<file path="config.mk">
export PLATFORM = sky130hd
export DESIGN_NAME = nibble_serial_comparator
export DESIGN_NICKNAME = d
export VERILOG_FILES = /design/src/rtl/nibble_serial_comparator.sv
export SDC_FILE = /design/constraint.sdc
export NUM_CORES = 1
export LEC_CHECK = 0
export CAP_MARGIN = 40
export CELL_PAD_IN_SITES_DETAIL_PLACEMENT = 0
export CELL_PAD_IN_SITES_GLOBAL_PLACEMENT = 1
export CORE_AREA = 2 2 74 76
export DETAILED_ROUTE_END_ITERATION = 10
export DIE_AREA = 0 0 76 78
export PLACE_DENSITY_LB_ADDON = 0.1
export SLEW_MARGIN = 0
export SYNTH_ARGS = -nofsm -noshare
export SYNTH_HDL_FRONTEND = slang
export SYNTH_SLANG_ARGS = --single-unit
</file>
<file path="constraint.sdc">
create_clock -name clk -period 2.6 [get_ports clk]
set_clock_uncertainty 0.1 [all_clocks]
set_input_delay 0.26 -clock clk [delete_from_list [all_inputs] [get_ports clk]]
set_output_delay 0.26 -clock clk [all_outputs]
set_load 0.01 [all_outputs]
</file>
<file path="src/rtl/nibble_serial_comparator.sv">
// Time-multiplexed magnitude comparator: one 4-bit nibble per clock, MSN first,
// terminating at the first differing nibble with EQ/LT/GT cascade semantics.
module nibble_serial_comparator #(
  parameter int unsigned M = 16
) (
  input  logic         clk,
  input  logic         reset,
  input  logic         start,
  input  logic [M-1:0] a,
  input  logic [M-1:0] b,
  output logic         busy,
  output logic         done,
  output logic         aEQb,
  output logic         aLTb,
  output logic         aGTb
);

  localparam int unsigned STAGES = M / 4;
  localparam int unsigned IW     = (STAGES > 1) ? $clog2(STAGES) : 1;

  typedef enum logic {
    S_IDLE,
    S_COMPARE
  } state_t;

  state_t          state_q, state_d;
  logic [M-1:0]    a_q, a_d;
  logic [M-1:0]    b_q, b_d;
  logic [IW-1:0]   idx_q, idx_d;
  logic            eq_q, eq_d;
  logic            lt_q, lt_d;
  logic            gt_q, gt_d;
  logic            done_q, done_d;
  logic [3:0]      nib_a, nib_b;

  // Current nibble pair selected by idx
  assign nib_a = 4'(a_q >> {idx_q, 2'b00});
  assign nib_b = 4'(b_q >> {idx_q, 2'b00});

  always_ff @(posedge clk or posedge reset) begin
    if (reset) begin
      state_q <= S_IDLE;
      a_q     <= '0;
      b_q     <= '0;
      idx_q   <= '0;
      eq_q    <= 1'b0;
      lt_q    <= 1'b0;
      gt_q    <= 1'b0;
      done_q  <= 1'b0;
    end else begin
      state_q <= state_d;
      a_q     <= a_d;
      b_q     <= b_d;
      idx_q   <= idx_d;
      eq_q    <= eq_d;
      lt_q    <= lt_d;
      gt_q    <= gt_d;
      done_q  <= done_d;
    end
  end

  always_comb begin
    state_d = state_q;
    a_d     = a_q;
    b_d     = b_q;
    idx_d   = idx_q;
    eq_d    = eq_q;
    lt_d    = lt_q;
    gt_d    = gt_q;
    done_d  = 1'b0;

    unique case (state_q)
      S_IDLE: begin
        if (start) begin
          a_d     = a;
          b_d     = b;
          idx_d   = IW'(STAGES - 1);
          state_d = S_COMPARE;
        end
      end
      S_COMPARE: begin
        // First differing nibble decides; equality needs the last nibble too
        if (nib_a > nib_b) begin
          {eq_d, lt_d, gt_d} = 3'b001;
          done_d  = 1'b1;
          state_d = S_IDLE;
        end else if (nib_a < nib_b) begin
          {eq_d, lt_d, gt_d} = 3'b010;
          done_d  = 1'b1;
          state_d = S_IDLE;
        end else if (idx_q == '0) begin
          {eq_d, lt_d, gt_d} = 3'b100;
          done_d  = 1'b1;
          state_d = S_IDLE;
        end else begin
          idx_d = idx_q - IW'(1);
        end
      end
      default: state_d = S_IDLE;
    endcase
  end

  assign busy = (state_q == S_COMPARE);
  assign done = done_q;
  assign aEQb = eq_q;
  assign aLTb = lt_q;
  assign aGTb = gt_q;

endmodule
</file>
==> Yosys cells after proc, flatten, opt, wreduce, memory -nomap -nowiden <==
Cells that the tools add are included.
{ "word_totals": {"regBits": 39, "output_inout_bits": 5, "elab_cells": 45} }
{ "classes": {"add_sub_neg": 1, "order_cmp": 2, "n_eq_ne": 4, "shift": 2, "n_mux": 22, "bitwise_logic": 1, "n_reduce_logical": 5} }
{ "ops": {"columns": ["cell", "count"], "rows": [
  [">> shifter 16 x 4 -> 4 bit", 2],
  ["2-to-1 mux 1 bit", 16],
  ["2-to-1 mux 2 bit", 4],
  ["inequality test 2 bit, second input constant", 4],
  ["greater-than comparator 4 bit", 1],
  ["less-than comparator 4 bit", 1],
  ["case mux 2 bit (2 select lines)", 1],
  ["AND reduction 2 bit", 2],
  ["AND reduction 4 bit", 1],
  ["nonzero test 3 bit", 1],
  ["logical NOT 2 bit", 1],
  ["case mux 1 bit (2 select lines)", 1],
  ["subtractor 2 x 1 -> 2 bit, second input constant", 1],
  ["NOT 1 bit", 1]
]} }

==> Longest topological paths before layout <==
{ "logic_depth": {"depth_word": 5, "mapped_depth": 8, "depth_no_buf": 7} }

==> Worst setup path after synthesis <==
Ideal clock, no wire load.
{ "synth_path": {"path_type": "reg2reg", "startpoint": "reg idx_q[0]", "endpoint": "reg idx_q[1]", "setup_time_ns": 0.079, "arrival_time_ns": 2.229, "setup_slack_ns": 0.191, "stages_incl_launch_ff": 8, "path_cell_list": "dfrtp_1 -> buf_2 -> mux4_2 -> ha_1 -> and2b_1 -> o211ai_4 -> a2111oi_4 -> mux2i_1"} }
{ "synth_via": {"elab_chain_len": 5} }
{ "synth_lines": {"columns": ["element", "line", "rtl"], "rows": [
  ["start, declared", "29", "logic [IW-1:0] idx_q, idx_d;"],
  ["start signal, assigned", "54", "idx_q <= idx_d;"],
  ["branches (longest 5 deep; another with less-than comparator 4 bit)", null, null]
]} }
Parallel ways; which one is timed is not known. The select of a mux whose other input is x is not followed.
A chain may end at the register's enable or synchronous reset.

==> Worst setup path after layout <==
Ends and elaborated chain as after synthesis.

==> impl_results.md <==
* Number of global-route vias before repair at 1,189
* Cell variety after synth at 28
* CORE AREA at 5040 um2
* Switch share at 0.300
* Largest net degree at the start of global routing at 40
* Synthesis warning total at 0
* Worst slack at placement at 0.0692 ns
* Setup tns final at 0 ns
* Critical path arrival at 2.57 ns
* Max Clk Rate at 406 MHz
* Worst VDD drop at 0.000295 V
* Die X at 76 um
* Hold Path Class: input port to asynchronous set/reset pin
* Area grow syn2layout at 31.5%
* #FFs+latches synth at 39
* Critical path fanouts, max at 4
* Final wirelength at 3.30 mm
* Cell row count at 26
* Outcome: finished clean
* Period utilization at 0.948
* Static Leak at 1.00 nW
* Crit path cell chain: buf_4, mux4_2, ha_2, a21oi_2, buf_4, a2111oi_4, mux2i_1
* Crit path from: idx_q[0]
* GP Congestion at 0.753
* Final hold violation count at 0
* H-tree Lvls at 2
* Initial antenna violation count at 0
* Register area share after synthesis at 0.531
* Startpoint types: register
* Hpwl dp at 2.53 mm
* Post-Syn Nets at 161
* CP peak stage delay at 0.51 ns
* Placed instance area at 2330 um2
* Tmin final at 2.47 ns
* Layout cell share with drive strength beyond 1 at 0.277
* Setup ws final at 0.134 ns
* PD cells at 803 nW/um2
* Worst slew margin at 0.668
* Antenna cell count at 0
* Clock share of power at 0.188
* Fin. max-slew vios at 0
* Crit Path Class: register to register
* Worst hold slack at 0.299 ns
* Final Cell Area at 2420 um2
* Comb power frac at 0.381
* Int Power at 1.36 mW
* First-pass DRT Iterations at 4
* Final setup violation count at 0
* Worst skew pair latency at 0.28 ns
* Cells after Synth at 121
* Worst-Margin Slew at 0.498 ns
* Wire per inst at 14.0 um
* Avg Inst Size Synth at 15.2 um2
* Vias at 1,144
* # Post-CTS Setup Buffers at 0
* Most used cell, CP: buf_4
* # nets final at 207
* Part of the power in registers at 0.431
* Setup crit end kind: register
* R2r startpoint: idx_q[0]
* Clock transition at path regs at 0.07 ns
* I/O Pins at 40
* P_sw at 0.582 mW
* Commonest non-fill, non-tap cell in the layout: clkdlybuf4s50_1
* Die height at 78 um
* Total GRT Usage at 0.124
* Critical path required time at 2.71 ns
* Max Cap Viol at 0
* Vias/cell at 4.85
* CTS tree: built
* DR DRC count at 0
* CTS max path bufs at 2
* Die area at 5930 um2
* Gr ovfl total at 0
* CTS Sinks at 39
* Port bufs at 39
* TritonCTS Buffers at 5
* Reg-to-reg setup timing slack at 0.13 ns
* First-pass GRT wire length at 5.69 mm
* RSZ-0062 raised after global routing: false
* DRT antenna net count at 0
* Highest-delay cell along the critical path: mux4_2
* DRT iter0 DRCs at 58
* Filler cells at 456
* Initial Utilization at 0.365
* Clock root cell: clkbuf_8
* Mapped cell area at 1840 um2
* Commonest non-fill, non-tap cells in the layout: clkdlybuf4s50_1 (39), dfrtp_1 (38), mux2_2 (17)
-- kinds of logic (layout without fill, tap and decap cells) --
logic type | Yosys count | count (layout) | synth area share
adders and majority gates | 5 | 5 | 0.0340
buffers and inverters | 15 | 60 | 0.0381
DFF | 39 | 39 | 0.531
muxes | 41 | 41 | 0.299
AOI/OAI and AO/OA | 13 | 13 | 0.0687
and+or+nand+nor | 8 | 8 | 0.0293
-- path summary, 6_finish.rpt --
check,to,cells after the start
max in group asynchronous,idx_q[1],3
setup / recovery,idx_q[1],7
min in group clk,a_q[0],1
hold / removal,a_q[13],3
hold reg to reg,a_q[0],1
setup reg to reg,idx_q[1],7
-- stage by stage --
| stage | instances | power (mW) | util |
|---|---|---|---|
| 3_5_place_dp | 230 | 1.57 | 0.463 |
| 4_1_cts | 236 | 1.94 | 0.477 |
| 2_1_floorplan | 121 | 1.34 | - |
| 6_report | 236 | 1.94 | 0.480 |
| 3_3_place_gp | 230 | 1.55 | 0.463 |
| 5_1_grt | 236 | 2.07 | 0.480 |
-- power groups by stage --
stage	clock, mW	sequential, mW	combinational (mW)
global route	0.402	0.863	0.809
detailed placement	0	0.853	0.717
finish	0.364	0.837	0.740
global placement	0	0.849	0.703
floorplan	0	0.821	0.517
CTS	0.378	0.841	0.719
-- final cells by class --
| type | count | area, um2 | area share |
|---|---|---|---|
| flip-flops and latches | 39 | 977 | 0.404 |
| repair buffers | 46 | 443 | 0.183 |
| inverters | 8 | 30.0 | 0.0124 |
| clock buffers | 6 | 72.6 | 0.0300 |
| well taps | 70 | 87.6 | 0.0362 |
| multi-input cells | 67 | 808 | 0.334 |
-- flip-flops by register name (all words and copies together) (netlist names) --
name and count:
aLTb 1, busy 1, b_q 16, aEQb 1
aGTb 1, done 1, a_q 16, idx_q 2
-- cells in the mapped netlist, drive strengths merged --
master / count / area share
a2111oi: 1 / 0.015
a21o: 2 / 0.0088
a21oi: 3 / 0.010
a22oi: 1 / 0.0041
a32o: 1 / 0.0054
and2b: 1 / 0.0041
buf: 7 / 0.022
dfrtp: 39 / 0.53
ha: 5 / 0.034
inv: 8 / 0.016
mux2: 32 / 0.20
mux2i: 1 / 0.0054
mux4: 8 / 0.098
nand2: 1 / 0.0020
nand2b: 1 / 0.0034
nand4: 1 / 0.0068
nor2: 1 / 0.0020
nor2b: 1 / 0.0034
nor3b: 1 / 0.0041
o211ai: 1 / 0.012
o21ai: 2 / 0.0054
o22ai: 1 / 0.0034
o31a: 1 / 0.0048
or2: 1 / 0.0034
-- per-layer routing --
metal | vias to the layer above | track usage | wire (um)
met5 | - | 0 | 0
met4 | 0 | 0.0327 | 32
met3 | 5 | 0.0430 | 159
met2 | 24 | 0.209 | 1650
met1 | 582 | 0.152 | 1460
li1 | 533 | - | -
-- repair_timing --
item,in CTS,in global routing
endpoints found under the setup margin,0,2
hold buffers,0,0
gates resized for setup,0,4
-- worst max-delay path, delay by kind of cell, from the launching register on --
family	cells	cell delay [ns]
buf+inv	2	0.31
fa+ha+maj	1	0.41
compound gates	2	0.48
flops	1	0.36
mux	2	0.73
Power figures use the tool's default switching activity.
